<file path="src/rtl/ifetch_pkg.sv">
// Shared types and constants for the instruction fetch stage.
// Optional feature macro: IFETCH_PERF_CNT_EN (adds fetch/discard counters).
package ifetch_pkg;

  localparam int PC_W    = 8;
  localparam int INSTR_W = 12;
  localparam logic [INSTR_W-1:0] NOP_INSTR = 12'h000;

  // Fetch sequencer states; encoding is visible on the debug port.
  typedef enum logic [1:0] {
    IDLE  = 2'd0,
    FETCH = 2'd1,
    FULL  = 2'd2
  } fetch_state_t;

  // One prefetch buffer entry: the word and the address it came from.
  typedef struct packed {
    logic [PC_W-1:0]    pc;
    logic [INSTR_W-1:0] instr;
  } fetch_entry_t;

  // 16-bit add that sticks at 0xFFFF instead of wrapping.
  function automatic logic [15:0] sat_add16(input logic [15:0] a, input logic [15:0] b);
    logic [16:0] s;
    s = {1'b0, a} + {1'b0, b};
    return s[16] ? 16'hFFFF : s[15:0];
  endfunction

endpackage

</file>
<file path="src/rtl/ifetch_fifo.sv">
// Prefetch buffer: synchronous FIFO of fetch entries.
// flush wins over push/pop in the same cycle; push is accepted when full
// only if a pop frees a slot in the same cycle; pop on empty is ignored.
module ifetch_fifo
  import ifetch_pkg::*;
#(
  parameter int DEPTH = 2,
  localparam int AW = $clog2(DEPTH),
  localparam int CW = AW + 1
) (
  input  logic         clk,
  input  logic         rst_n,
  input  logic         flush,
  input  logic         push,
  input  fetch_entry_t push_data,
  input  logic         pop,
  output fetch_entry_t head,
  output logic [CW-1:0] count,
  output logic         empty
);

  fetch_entry_t  mem [DEPTH];
  logic [AW-1:0] wr_ptr;
  logic [AW-1:0] rd_ptr;
  logic          full;
  logic          do_push;
  logic          do_pop;

  assign empty   = (count == '0);
  assign full    = (count == CW'(DEPTH));
  assign do_pop  = pop && !empty;
  assign do_push = push && (!full || do_pop);
  assign head    = mem[rd_ptr];

  // Pointer and occupancy bookkeeping; a flush empties the buffer in one cycle.
  always_ff @(posedge clk) begin
    if (!rst_n || flush) begin
      wr_ptr <= '0;
      rd_ptr <= '0;
      count  <= '0;
    end else begin
      if (do_push) wr_ptr <= wr_ptr + AW'(1);
      if (do_pop)  rd_ptr <= rd_ptr + AW'(1);
      case ({do_push, do_pop})
        2'b10:   count <= count + CW'(1);
        2'b01:   count <= count - CW'(1);
        default: count <= count;
      endcase
    end
  end

  // Storage write; contents are don't-care until counted as valid.
  always_ff @(posedge clk) begin
    if (rst_n && !flush && do_push) mem[wr_ptr] <= push_data;
  end

endmodule

</file>
<file path="src/rtl/instr_fetch.sv">
// Instruction fetch stage: owns the PC, fetches from program ROM over
// req/ack, buffers words in a prefetch FIFO and hands them to the core.
// Optional feature macro: IFETCH_PERF_CNT_EN adds fetch_cnt/discard_cnt.
//
// Handshakes: rom_req/rom_addr are held until a cycle with rom_ack, and the
// word arrives in that same cycle. An instruction transfers on any cycle
// with instr_valid && instr_ready, unless jmp_en is high in that cycle
// (the redirect flushes the buffer and the transfer is cancelled).
module instr_fetch
  import ifetch_pkg::*;
#(
  parameter int FIFO_DEPTH = 2
) (
  input  logic               clk,
  input  logic               rst_n,
  output logic               rom_req,
  output logic [PC_W-1:0]    rom_addr,
  input  logic               rom_ack,
  input  logic [INSTR_W-1:0] rom_data,
  output logic               instr_valid,
  output logic [INSTR_W-1:0] instr_bus,
  output logic [PC_W-1:0]    instr_pc,
  input  logic               instr_ready,
  input  logic               jmp_en,
  input  logic [PC_W-1:0]    jmp_addr,
`ifdef IFETCH_PERF_CNT_EN
  output logic [15:0]        fetch_cnt,
  output logic [15:0]        discard_cnt,
`endif
  output logic [1:0]         state_dbg
);

  localparam int CW = $clog2(FIFO_DEPTH) + 1;

  fetch_state_t  state_q, state_d;
  logic [PC_W-1:0] pc_q;
  logic [PC_W-1:0] hold_addr_q;
  logic          discard_q;
  logic          accept;
  logic          push;
  logic          pop;
  logic [CW-1:0] count;
  logic [CW-1:0] count_next;
  logic          empty;
  fetch_entry_t  head;
  fetch_entry_t  push_data;

  // An ack only counts while we are actually requesting.
  assign accept    = (state_q == FETCH) && rom_ack;
  // Acked words are dropped when stale (discard) or overtaken by a redirect.
  assign push      = accept && !discard_q && !jmp_en;
  assign pop       = instr_valid && instr_ready && !jmp_en;
  assign push_data = '{pc: pc_q, instr: rom_data};

  // While a stale request is outstanding the address must not move.
  assign rom_addr    = discard_q ? hold_addr_q : pc_q;
  assign instr_valid = !empty;
  assign instr_bus   = empty ? NOP_INSTR : head.instr;
  assign instr_pc    = empty ? '0 : head.pc;
  assign state_dbg   = state_q;

  ifetch_fifo #(.DEPTH(FIFO_DEPTH)) u_fifo (
    .clk       (clk),
    .rst_n     (rst_n),
    .flush     (jmp_en),
    .push      (push),
    .push_data (push_data),
    .pop       (pop),
    .head      (head),
    .count     (count),
    .empty     (empty)
  );

  // Occupancy after this cycle's push/pop/flush, used to decide on the next request.
  always_comb begin
    count_next = count;
    if (jmp_en)             count_next = '0;
    else if (push && !pop)  count_next = count + CW'(1);
    else if (pop && !push)  count_next = count - CW'(1);
  end

  // Next-state and request generation; a request exists only in FETCH.
  always_comb begin
    state_d = state_q;
    rom_req = 1'b0;
    case (state_q)
      IDLE: state_d = FETCH;
      FETCH: begin
        rom_req = 1'b1;
        if (accept && (count_next >= CW'(FIFO_DEPTH))) state_d = FULL;
      end
      FULL: begin
        if (count_next < CW'(FIFO_DEPTH)) state_d = FETCH;
      end
      default: state_d = IDLE;
    endcase
  end

  // State register.
  always_ff @(posedge clk) begin
    if (!rst_n) state_q <= IDLE;
    else        state_q <= state_d;
  end

  // PC, redirect and stale-request tracking.
  always_ff @(posedge clk) begin
    if (!rst_n) begin
      pc_q        <= '0;
      hold_addr_q <= '0;
      discard_q   <= 1'b0;
    end else begin
      if (jmp_en)    pc_q <= jmp_addr;
      else if (push) pc_q <= pc_q + PC_W'(1);
      if (accept) begin
        discard_q <= 1'b0;
      end else if (jmp_en && (state_q == FETCH)) begin
        discard_q <= 1'b1;
        if (!discard_q) hold_addr_q <= pc_q;
      end
    end
  end

`ifdef IFETCH_PERF_CNT_EN
  logic        drop_word;
  logic [15:0] discard_inc;

  assign drop_word = accept && (discard_q || jmp_en);

  // Words lost this cycle: a dropped ack plus everything flushed.
  always_comb begin
    discard_inc = {15'd0, drop_word};
    if (jmp_en) discard_inc = discard_inc + 16'(count);
  end

  // Saturating performance counters.
  always_ff @(posedge clk) begin
    if (!rst_n) begin
      fetch_cnt   <= '0;
      discard_cnt <= '0;
    end else begin
      fetch_cnt   <= sat_add16(fetch_cnt, {15'd0, pop});
      discard_cnt <= sat_add16(discard_cnt, discard_inc);
    end
  end
`endif

endmodule

</file>
<file path="config.mk">
export PLATFORM = sky130hd
export DESIGN_NAME = instr_fetch
export DESIGN_NICKNAME = d
export VERILOG_FILES = /design/src/rtl/ifetch_pkg.sv /design/src/rtl/ifetch_fifo.sv /design/src/rtl/instr_fetch.sv
export SDC_FILE = /design/constraint.sdc
export NUM_CORES = 1
export LEC_CHECK = 0
export BUFFER_PORTS_ARGS = -buffer_cell sky130_fd_sc_hd__buf_2
export CAP_MARGIN = 40
export CORE_UTILIZATION = 59
export DETAILED_ROUTE_END_ITERATION = 12
export GPL_TIMING_DRIVEN = 0
export PLACE_DENSITY = 0.89
export SYNTH_ARGS = -nofsm -noshare
export SYNTH_HDL_FRONTEND = slang
export SYNTH_HIERARCHICAL = 1
export SYNTH_SLANG_ARGS = --single-unit
</file>
<file path="constraint.sdc">
create_clock -name clk -period 12.15 [get_ports clk]
set_input_delay 0.6075 -clock clk [delete_from_list [all_inputs] [get_ports clk]]
set_output_delay 0.6075 -clock clk [all_outputs]
set_load 0.05 [all_outputs]
</file>
# Word level (Yosys, flattened, before mapping)
# Memory sizes are Yosys's and may differ from the RTL's. A register that Yosys moved wholly into a read port is not among the register bits.
# Cells that the tools add are included.
# W data, S select, Z words.
[classes]
add_sub_neg = 5
order_cmp = 2
n_eq_ne = 7
n_mux = 17
n_bitwise = 2
reduce_logical = 29
[ops]
columns = ["cell", "count"]
rows = [
  ["$mux W8", 4],
  ["$logic_and A1 B1 Y1", 13],
  ["$mux W12", 1],
  ["$mux W2", 5],
  ["$add A8 B1 Y8 const B", 1],
  ["$logic_not A1 Y1", 7],
  ["$eq A2 B2 Y1 const B", 3],
  ["$pmux W2 S3", 1],
  ["$mux W1", 5],
  ["$eq A2 B1 Y1 const B", 2],
  ["$logic_not A2 Y1", 2],
  ["$pmux W2 S2", 1],
  ["$reduce_and A2 Y1", 2],
  ["$reduce_bool A2 Y1", 2],
  ["$add A1 B1 Y1 const B", 2],
  ["$add A2 B1 Y2 const B", 1],
  ["$ge A2 B2 Y1 const B", 1],
  ["$logic_or A1 B1 Y1", 2],
  ["$lt A2 B2 Y1 const B", 1],
  ["$ne A2 B1 Y1 const B", 1],
  ["$ne A2 B2 Y1 const B", 1],
  ["$not A1 Y1", 2],
  ["$reduce_or A2 Y1", 1],
  ["$sub A2 B1 Y2 const B", 1],
]
[totals]
regBits = 23
mem_bits_rw = 40
in_bits = 25
output_inout_bits = 32
wordCells = 70
memories = 1
[memory_table]
columns = ["memory", "words", "width", "rd", "rd_clocked_by_memory_dff", "write_ports", "line", "rtl"]
rows = [
  ["u_fifo.mem", 2, 20, 1, 1, 1, "ifetch_fifo.sv:22", "fetch_entry_t mem [DEPTH];"],
]

# Logic depth before layout (Yosys ltp)
# Gate-level depths: netlist (run 1).
[depth]
word_depth = 13
ltp_mapped = 7
depth_no_buf = 6

# Hierarchy
# Netlist (run 1), hierarchy kept.
[modules_own_cells]
columns = ["module", "instances", "cells_per_inst", "area_each_um2", "seq_area_each_um2"]
rows = [
  ["ifetch_fifo", 1, 91, 1682.9, 1301.2],
  ["instr_fetch", 1, 133, 1198.6, 380.4],
]

# Worst setup path before layout (run 1)
# No wires, ideal clock.
[synth_path]
path_kind = "flip-flop to flip-flop"
from = "register state_q[0], in the netlist state_dbg[0]"
to = "memory u_fifo/mem[1][0] (netlist bit) (enable)"
setup_ns = 0.455
arrival_ns = 3.697
t_required_ns = 11.695
slack_ns = 7.997
path_stages_with_launch = 6
n_path_buf = 1
period_less_slack_ns = 4.153
cell_sequence = "dfxtp_1 > nor4bb_4 > buf_6 > and2_2 > clkinv_2 > nor4b_1"
[synth_via]
elab_chain_cells = 8
[synth_lines]
columns = ["element", "line", "rtl"]
rows = [
  ["start: declaration", "instr_fetch.sv:35", "fetch_state_t state_q, state_d;"],
  ["start signal: assignment", "instr_fetch.sv:102", "else state_q <= state_d;"],
  ["$eq A2 B1 Y1", "instr_fetch.sv:49", "assign accept = (state_q == FETCH) && rom_ack;"],
  ["$logic_and A1 B1 Y1", "instr_fetch.sv:49", ""],
  ["$logic_and A1 B1 Y1 (2 in a row)", "instr_fetch.sv:51", "assign push = accept && !discard_q && !jmp_en;"],
  ["via push", "instr_fetch.sv:40", "logic push;"],
  ["$logic_and A1 B1 Y1", "ifetch_fifo.sv:32", "assign do_push = push && (!full || do_pop);"],
  ["$logic_and A1 B1 Y1", "ifetch_fifo.sv:54", "if (rst_n && !flush && do_push) mem[wr_ptr] <= push_data;"],
  ["$mux W1", "ifetch_fifo.sv:54", ""],
  ["$mux W1 (implied by the code)", "ifetch_fifo.sv:54", ""],
  ["end: declaration", "ifetch_fifo.sv:22", ""],
]
# The timed path passes the listed nets, and every way through them passes these cells.

# Worst setup path in the final report (run 1)
[layout_path]
from = "register u_fifo.count[1]"
to = "memory u_fifo/mem[1][8] (netlist bit) (enable)"
[layout_via]
elab_chain_cells = 10
word_cells_on_any_way = 12
classes_between = "eq/ne: 1; mux: 2; reduce/logical: 9"
[layout_lines]
columns = ["element", "line", "rtl"]
rows = [
  ["start: declaration", "ifetch_fifo.sv:18", "output logic [CW-1:0] count,"],
  ["start signal: assignment", "ifetch_fifo.sv:45", "2'b10: count <= count + CW'(1);"],
  ["start signal: assignment", "ifetch_fifo.sv:46", "2'b01: count <= count - CW'(1);"],
  ["start signal: assignment", "ifetch_fifo.sv:47", "default: count <= count;"],
  ["$logic_not A2 Y1", "ifetch_fifo.sv:29", "assign empty = (count == '0);"],
  ["via empty", "instr_fetch.sv:44", "logic empty;"],
  ["$logic_not A1 Y1", "instr_fetch.sv:57", "assign instr_valid = !empty;"],
  ["$logic_and A1 B1 Y1 (2 in a row)", "instr_fetch.sv:52", "assign pop = instr_valid && instr_ready && !jmp_en;"],
  ["via pop", "instr_fetch.sv:41", "logic pop;"],
  ["$logic_and A1 B1 Y1", "ifetch_fifo.sv:31", "assign do_pop = pop && !empty;"],
  ["$logic_or A1 B1 Y1", "ifetch_fifo.sv:32", ""],
  ["$logic_and A1 B1 Y1", "ifetch_fifo.sv:32", ""],
  ["$logic_and A1 B1 Y1", "ifetch_fifo.sv:54", ""],
  ["$mux W1", "ifetch_fifo.sv:54", ""],
  ["$mux W1 (implied by the code)", "ifetch_fifo.sv:54", ""],
]
# The timed path passes the listed nets, and every way through them passes these cells.

==> results.txt, run 1 <==
----------------------------------------------------
[Outcome]
  Result of the run ... complete, no violations

[Synth]
  Net count after synthesis ... 250
  Synthesized area ... 2880 um^2
  Count of synthesis-stage warnings from yosys ... 6
  Synth cell count leaders ... 40 x edfxtp_1, 30 x nor2b_1, 28 x mux2_2
  Ys async rst share ... 0
  Sequential share of the synthesized area ... 0.584
  Synth Instances ... 224
  Top-count cell post-synth ... edfxtp_1
  Share of the synthesized area in the top cell type ... 0.417
  EDFF count, synth ... 40
  Leading area contributor after synthesis ... edfxtp_1
  Most used DFF post-synth ... edfxtp_1
  Synthesis-stage register bit count ... 64
  Dominant cells by area after synthesis ... edfxtp_1 42%, dfxtp_1 17%, mux2_2 11%
  Number of distinct library cell variants in the gate-level netlist after synthesis ... 38
  Avg Inst Size Synth ... 12.9 um^2

[CTS]
  Clock insertion delay at the later pin of the skew report ... 340 ps
  Quantity of gates resized following cts ... 0
  Clock tree from TritonCTS ... built
  Maximum buffer depth of the clock tree ... 2
  Sinks on the clock net ... 64
  Cts hold-fix bufs ... 0
  H-tree Lvls ... 3
  Number of setup buffers added after CTS ... 0
  Number of buffers created by CTS ... 9
  Root buffer selected by CTS ... clkbuf_8
  CTS clk-pin slew, worst paths ... 70 ps

[Setup path]
  Cells on worst reg2reg path ... 6
  Reg2Reg Setup Slack ... 9520 ps
  Startpoint of the worst-slack reg-to-reg timing path ... u_fifo/count[1]
  Number of buffers and inverters on the critical path ... 1
  Setup crit end kind ... flop
  Slowest stage cell on the critical path ... nor4b_2
  Element type at the critical path start ... flop
  R2r endpoint ... u_fifo/mem[1][8]
  Data arrival at the endpoint of the critical path ... 2680 ps
  CP peak stage delay ... 720 ps
  Largest fanout on the critical path ... 10
  Startpoint-to-endpoint class of the critical path ... reg -> reg
  Most Frequent Cell on Critical Path ... nor2_1
  Sequence of cells on the critical path ... nor2_1, nand2b_4, nor2_1, nor3b_2, nor4b_2, buf_4
  Crit path required time ... 12200 ps
  Cell class contributing the biggest share of worst-path delay ... simple AND/OR/NAND/NOR gates

[Power and ir drop]
  Highest ir drop seen on vdd ... 85.2 uV
  LEAKAGE ... 1.37 nW
  Power, Total ... 0.477 mW
  Areal power density over the cells ... 136 nW/um^2

[Route]
  Violation count after the first detailed-route iteration ... 76
  Mean number of vias per cell ... 5.27
  WL final ... 5350 um
  Post-route ant nets ... 0
  First-pass iteration count of the detailed router ... 4
  Average wire per standard cell ... 14.5 um
  DR DRC count ... 0
  Number of vias in the routed layout ... 1939

[Placement]
  GP Congestion ... 0.800
  HPWL Detailed ... 3740 um
  Worst setup slack before clock tree synthesis ... 9310 ps
  Number of input and output port buffers inserted ... 56

[Timing]
  Measured slew at the worst slew-check pin ... 784 ps
  Final setup TNS ... 0 ps
  Clock skew ... 5.11 ps
  Final period utilization ... 0.217
  Worst slew margin relative to its limit ... 0.476
  Clock period minus worst slack ... 2630 ps
  Final hold violation count ... 0
  Final Max Tran Viols ... 0
  Worst Setup Slack, final ... 9520 ps
  Total setup violations reported at the end of the flow ... 0
  Peak clock frequency supported by timing ... 380 MHz
  RSZ-0062 raised after global routing ... false

[Floorplan]
  Chip height ... 71.9 um
  Horizontal extent of the die ... 71.9 um
  Site row count ... 25
  I/O pin cnt ... 57
  Total core area ... 4720 um^2
  Starting density of the core ... 0.610
  Die footprint ... 5170 um^2

[Layout]
  Layout cell share with drive strength beyond 1 ... 0.399
  Utilization after layout ... 0.744
  Antenna Cells ... 0
  Area growth, synth to finish ... 21.9%
  Number of nets in the final layout ... 322
  Filler Cell Count ... 329

[Min path]
  Hold Crit Endpoint ... u_fifo/mem[0][7]
  Worst Min Path Start ... rom_data[7]
  Kind of path behind the tightest hold check ... in -> reg
  Worst hold path cell count ... 1

[Global routing]
  Global routing usage summed across all routing layers ... 0.219
  Largest net degree at the start of global routing ... 13
  Wire length of the first global-routing pass ... 8340 um
  Total overflow reported by the global router ... 0
  Antenna violations before repair ... 0
  Vias in the first global route ... 1863

[Flow run]
  Max capacitance violation total ... 0

----------------------------------------------------
[where the power goes]
| group | switching (mW) | total, mW | internal, mW |
|---|---|---|---|
| clock network | 0.0845 | 0.200 | 0.115 |
| registers | 0.00427 | 0.239 | 0.234 |
| logic | 0.0247 | 0.0391 | 0.0144 |
[worst max-delay path by stage]
stage / startpoint / end / slack, ps / depth (start not counted)
floorplan: state_dbg[0] / u_fifo/mem[1][0] / 8000 / 5
global placement: rom_ack / u_fifo/mem[1][10] / 7080 / 6
detailed placement: rom_ack / u_fifo/mem[1][9] / 9310 / 7
CTS: u_fifo/count[1] / u_fifo/mem[1][8] / 9500 / 6
global route: u_fifo/count[1] / u_fifo/mem[1][9] / 9330 / 6
finish: u_fifo/count[1] / u_fifo/mem[1][8] / 9520 / 6
[cells by family (layout without fill, tap and decap cells)]
logic type / after synthesis / in the layout / synth area share
adders and majority gates: 1 / 1 / 0.00434
xor gates and xnor gates: 8 / 8 / 0.0243
buffers and inverters: 13 / 90 / 0.0239
DFF: 64 / 64 / 0.584
muxes: 39 / 39 / 0.148
AOI/OAI and AO/OA: 22 / 22 / 0.0499
and+or+nand+nor: 77 / 77 / 0.166
[state kept, by name (all words and copies together), names as in the netlist, named ones only]
| signal | count |
|---|---|
| discard_q | 1 |
| u_fifo/wr_ptr | 1 |
| u_fifo/mem | 40 |
| state_dbg | 2 |
| u_fifo/count | 2 |
| hold_addr_q | 8 |
| pc_q | 8 |
| u_fifo/rd_ptr | 1 |
[layout make-up]
cell class              instances  area [um^2]  share of cell area
well taps                      67         83.8              0.0239
inverters                       3         12.5             0.00356
plain buffers                  10         56.3              0.0160
repair buffers                 61          315              0.0898
multi-input cells             147         1140               0.326
flip-flops and latches         64         1680               0.479
clock inverters                 7         95.1              0.0271
clock buffers                   9          124              0.0353
[metrics by stage]
stage | hold WS (ps) | cell area, um^2 | std cells
5_1_grt | 436 | 3510 | 368
2_1_floorplan | 463 | 2880 | 224
3_3_place_gp | 475 | 3250 | 347
6_report | 453 | 3510 | 368
4_1_cts | 437 | 3510 | 368
3_5_place_dp | 501 | 3290 | 352
[per-layer routing]
metal	vias up	part of all wire	GRT usage	wire length, um
li1	945	-	-	-
met1	931	0.44	0.252	2340
met2	55	0.50	0.378	2680
met3	8	0.040	0.0633	216
met4	0	0.019	0.102	103
met5	-	0	0	0
[cells in the final DEF, fill, tap and decap left out, types with 3 or more instances in the layout]
cell type   synthesis  routed
a21oi_1             8       8
and2_1              3       3
buf_2               3      60
buf_4               0       4
clkbuf_1            5       5
clkbuf_8            0       9
clkinvlp_4          0       3
dfxtp_1            24      24
edfxtp_1           40      40
mux2_2             28      28
mux2i_1            11      11
nand2_1            12      12
nand3_1             4       4
nand4_1             3       3
nor2_1              8       8
nor2b_1            30      30
o21ai_0            10      10
xor2_1              7       7
(Power assumes the default switching activity.)
==> inputs of run 2 (changes only) <==
CORE_UTILIZATION = 49   (was 59)
PLACE_DENSITY = 0.79   (was 0.89)
clock period = 2.4 ns   (was 12.15 ns; I/O delays follow)
==> results.txt, run 2 (same netlist as run 1, synthesis figures left out) <==
----------------------------------------------------
[Outcome]
  Result of the run ... complete, no violations

[Timing]
  RSZ-0062 raised after global routing ... false
  Final hold violation count ... 0
  Total setup violations reported at the end of the flow ... 0
  Clock period minus worst slack ... 2190 ps
  Final Max Tran Viols ... 0
  Worst Setup Slack, final ... 215 ps
  Clock skew ... 9.04 ps
  Final setup TNS ... 0 ps
  Worst slew margin relative to its limit ... 0.685
  Measured slew at the worst slew-check pin ... 472 ps
  Final period utilization ... 0.911
  Peak clock frequency supported by timing ... 458 MHz

[Flow run]
  Max capacitance violation total ... 0

[Route]
  Mean number of vias per cell ... 5.00
  WL final ... 5180 um
  Number of vias in the routed layout ... 1920
  Average wire per standard cell ... 13.5 um
  First-pass iteration count of the detailed router ... 5
  Violation count after the first detailed-route iteration ... 78
  DR DRC count ... 0
  Post-route ant nets ... 0

[Layout]
  Register with the highest flop count ... u_fifo/mem
  Highest-count cells in the layout ignoring fill and taps ... 59 x buf_2, 40 x edfxtp_1, 30 x nor2b_1, 28 x mux2_2, 22 x dfxtp_1
  Filler Cell Count ... 437
  Area growth, synth to finish ... 26.2%
  Max FFs per register ... 40
  Largest regs ... u_fifo/mem: 40 flops, hold_addr_q: 8 flops, pc_q: 8 flops
  Sequential Area ... 1690 um^2
  Antenna Cells ... 0
  Layout cell share with drive strength beyond 1 ... 0.388
  Most common cell after layout, fill and taps aside ... buf_2
  Multi-input gate area ... 1160 um^2
  Number of nets in the final layout ... 333

[CTS]
  Clock insertion delay at the later pin of the skew report ... 340 ps
  Sinks on the clock net ... 64
  H-tree Lvls ... 3
  CTS clk-pin slew, worst paths ... 70 ps
  Number of buffers created by CTS ... 9
  Maximum buffer depth of the clock tree ... 2
  Clock tree from TritonCTS ... built
  Quantity of gates resized following cts ... 0
  Root buffer selected by CTS ... clkbuf_8

[Setup path]
  Crit path required time ... 2440 ps
  Startpoint-to-endpoint class of the critical path ... reg -> reg
  Element type at the critical path start ... flop
  Data arrival at the endpoint of the critical path ... 2220 ps
  Setup crit end kind ... flop
  Largest fanout on the critical path ... 9

[Power and ir drop]
  LEAKAGE ... 1.41 nW
  Areal power density over the cells ... 629 nW/um^2
  Highest ir drop seen on vdd ... 467 uV
  Power, Total ... 2.29 mW

[Floorplan]
  Total core area ... 5570 um^2
  Starting density of the core ... 0.517
  Horizontal extent of the die ... 78.7 um
  Die footprint ... 6190 um^2
  I/O pin cnt ... 57
  Site row count ... 27
  Chip height ... 78.7 um

[Global routing]
  Wire length of the first global-routing pass ... 8470 um
  Total overflow reported by the global router ... 0
  Largest net degree at the start of global routing ... 12
  Antenna violations before repair ... 0
  Global routing usage summed across all routing layers ... 0.183
  Vias in the first global route ... 1782

[Min path]
  Kind of path behind the tightest hold check ... in -> reg

[Placement]
  Number of input and output port buffers inserted ... 56
  Worst setup slack before clock tree synthesis ... -226 ps
  HPWL Detailed ... 3540 um
  GP Congestion ... 0.753

----------------------------------------------------
[run 2: cell types whose count changed in the layout (fill, tap and decap cells not counted), sizes merged]
cell	previous run	this run
buf	66	65
bufinv	2	1
clkbuf	14	15
clkinv	2	4
clkinvlp	3	2
dlygate4sd3	0	12
inv	3	2
[run 2: critical path, cell delays in order, from the launching register on]
cell and delay (ps):
dfxtp_1 530, nor2_1 170, nand2b_4 190, nor2_1 330, nor3b_2 150, nor4b_4 270, buf_4 240
[run 2: report_power, final]
group          switching (mW)  internal, mW
Clock                   0.394         0.473
Combinational           0.128        0.0863
Sequential             0.0215          1.18
Total                   0.543          1.74
[run 2: final cells by class]
cell class,instances,area share
buffer,10,0.0155
clock buffer,10,0.0351
multi-input combinational,147,0.320
timing repair buffer,72,0.120
inverter,3,0.00344
sequential,64,0.465
tap,72,0.0248
clock inverter,6,0.0165
[run 2: metrics by stage]
stage	cells	util	instance area, um^2	hold WS, ps
after global routing	384	0.652	3640	37.4
after floorplan	224	-	2920	219
after global placement	352	0.590	3290	310
after CTS	384	0.652	3640	7.13
final	384	0.652	3640	17.9
after detailed placement	354	0.594	3310	312
[run 2: metal layers]
metal / routed length [um] / vias to the layer above / GRT usage / share of wire
li1: - / 974 / - / -
met1: 2400 / 871 / 0.228 / 0.46
met2: 2360 / 66 / 0.295 / 0.46
met3: 331 / 9 / 0.0407 / 0.064
met4: 81 / 0 / 0.100 / 0.016
met5: 0 / - / 0 / 0
[run 2: path summary, 6_finish.rpt]
path | startpoint | end | slack (ps) | cells past startpoint
worst max register to register | u_fifo/count[0] | u_fifo/mem[1][15] | 210 | 6
worst min register to register | pc_q[7] | u_fifo/mem[0][19] | 510 | 0
worst min-delay path | jmp_addr[3] | pc_q[3] | 20 | 3
worst max-delay path | u_fifo/count[0] | u_fifo/mem[1][15] | 210 | 6
[run 2: what timing repair did]
item	4_1_cts	5_1_grt
hold buffers	12	0
endpoints found under the hold margin	24	0
endpoints found under the setup margin	31	0
setup buffers	2	0
==> inputs of run 3 (changes only) <==
CORE_UTILIZATION = 59   (was 49)
PLACE_DENSITY = 0.89   (was 0.79)
SKIP_CTS_REPAIR_TIMING = 1   (was default)
clock period = 2.55 ns   (was 2.4 ns; I/O delays follow)
==> results.txt, run 3 (same netlist as run 1, synthesis figures left out) <==
----------------------------------------------------
[Outcome]
  Result of the run ... complete, no violations

[Setup path]
  Startpoint-to-endpoint class of the critical path ... reg -> reg
  Termination of the worst setup path ... u_fifo/mem[1][16]
  Setup crit end kind ... flop
  Element type at the critical path start ... flop
  Largest fanout on the critical path ... 10
  Startpoint of the worst-slack reg-to-reg timing path ... u_fifo/count[1]
  Cells on worst reg2reg path ... 6
  Reg2Reg Setup Slack ... 370 ps
  Crit path launch ... u_fifo/count[1]
  Data arrival at the endpoint of the critical path ... 2220 ps
  Crit path required time ... 2590 ps
  R2r endpoint ... u_fifo/mem[1][16]

[Layout]
  Post-route cell area ... 3650 um^2
  Highest-count cells in the layout ignoring fill and taps ... 59 x buf_2, 40 x edfxtp_1, 30 x nor2b_1, 28 x mux2_2, 23 x dfxtp_1
  Filler Cell Count ... 320
  Register with the highest flop count ... u_fifo/mem
  Area growth, synth to finish ... 26.6%
  Most common cell after layout, fill and taps aside ... buf_2
  Number of nets in the final layout ... 333
  Max FFs per register ... 40
  Non-Filler Instances ... 379
  Layout cell share with drive strength beyond 1 ... 0.378
  Largest regs ... u_fifo/mem: 40 flops, hold_addr_q: 8 flops, pc_q: 8 flops
  Antenna Cells ... 0

[Global routing]
  Vias in the first global route ... 1881
  Global routing usage summed across all routing layers ... 0.222
  Wire length of the first global-routing pass ... 8500 um
  Largest net degree at the start of global routing ... 13
  Antenna violations before repair ... 0
  Total overflow reported by the global router ... 0

[Floorplan]
  Total core area ... 4720 um^2
  Horizontal extent of the die ... 71.9 um
  Site row count ... 25
  Chip height ... 71.9 um
  I/O pin cnt ... 57
  Starting density of the core ... 0.610
  Die footprint ... 5170 um^2

[CTS]
  Maximum buffer depth of the clock tree ... 2
  Clock tree from TritonCTS ... built
  H-tree Lvls ... 3
  Number of buffers created by CTS ... 9
  Sinks on the clock net ... 64
  CTS clk-pin slew, worst paths ... 70 ps
  Clock insertion delay at the later pin of the skew report ... 340 ps
  Root buffer selected by CTS ... clkbuf_8

[Power and ir drop]
  Internal Pwr Total ... 1.75 mW
  Clock network fraction of total power ... 0.405
  Switching pwr ... 0.508 mW
  Areal power density over the cells ... 618 nW/um^2
  Switching Fraction ... 0.225
  Combinational Power Share ... 0.090
  LEAKAGE ... 1.42 nW
  Share of total power in sequential cells ... 0.505
  Highest ir drop seen on vdd ... 402 uV

[Placement]
  HPWL Detailed ... 3760 um
  Placement Cell Area ... 3310 um^2
  Post-Place Cells ... 349
  Worst setup slack before clock tree synthesis ... -9.31 ps
  Number of input and output port buffers inserted ... 56
  GP Congestion ... 0.769

[Flow run]
  Max capacitance violation total ... 0

[Route]
  First-pass iteration count of the detailed router ... 4
  Violation count after the first detailed-route iteration ... 116
  WL final ... 5690 um
  Mean number of vias per cell ... 5.24
  Average wire per standard cell ... 15.0 um
  Post-route ant nets ... 0
  DR DRC count ... 0
  Number of vias in the routed layout ... 1987

[Timing]
  Worst slew margin relative to its limit ... 0.686
  Final hold violation count ... 0
  Worst Setup Slack, final ... 372 ps
  Final Max Tran Viols ... 0
  Clock period minus worst slack ... 2180 ps
  Final period utilization ... 0.854
  Final setup TNS ... 0 ps
  Clock skew ... 7.35 ps
  RSZ-0062 raised after global routing ... false
  Peak clock frequency supported by timing ... 459 MHz
  Measured slew at the worst slew-check pin ... 470 ps
  Total setup violations reported at the end of the flow ... 0

[Min path]
  Kind of path behind the tightest hold check ... in -> reg
  Worst hold path cell count ... 3

----------------------------------------------------
## run 3: power groups by stage
stage / Sequential [mW] / Clock (mW) / Combinational, mW
after floorplan: 1.16 / 0 / 0.132
after global placement: 1.16 / 0 / 0.181
after detailed placement: 1.16 / 0 / 0.187
after CTS: 1.14 / 0.931 / 0.189
after global routing: 1.14 / 0.974 / 0.219
final: 1.14 / 0.913 / 0.204
## run 3: final cells by class
cell class	count	area [um^2]	share of cell area
inverters	3	12.5	0.00343
well taps	67	83.8	0.0230
plain buffers	10	56.3	0.0154
clock buffers	12	135	0.0370
clock inverters	4	70.1	0.0192
flip-flops and latches	64	1680	0.461
multi-input cells	147	1160	0.318
repair buffers	72	445	0.122
## run 3: metrics by stage
step | utilization | total power [mW] | hold slack, ps
4_1_cts | 0.744 | 2.26 | -35.3
6_report | 0.772 | 2.25 | 38.6
2_1_floorplan | - | 1.29 | 226
5_1_grt | 0.772 | 2.33 | 55.6
3_3_place_gp | 0.694 | 1.34 | 316
3_5_place_dp | 0.700 | 1.35 | 320
## run 3: metal layers
metal,track usage,wire (um),vias to the layer above
met4,0.135,93,0
met5,0,0,-
met3,0.0534,273,12
met1,0.268,2420,934
met2,0.362,2910,67
li1,-,-,974
## run 3: worst max-delay path, cell delays in order (launching register included)
cell	delay, ps
dfxtp_1	530
nor2_1	170
nand2b_4	190
nor2_1	300
nor3b_2	150
nor4b_4	290
buf_4	230
## run 3: worst min-delay path by stage
stage                       startpoint  slack [ps]                end
final                      jmp_addr[3]          40            pc_q[3]
after CTS                 rom_data[10]         -40  u_fifo/mem[1][10]
after detailed placement  rom_data[10]         320  u_fifo/mem[0][10]
after global placement     rom_data[1]         320   u_fifo/mem[1][1]
after global routing       jmp_addr[3]          60            pc_q[3]
after floorplan            rom_data[0]         230   u_fifo/mem[0][0]
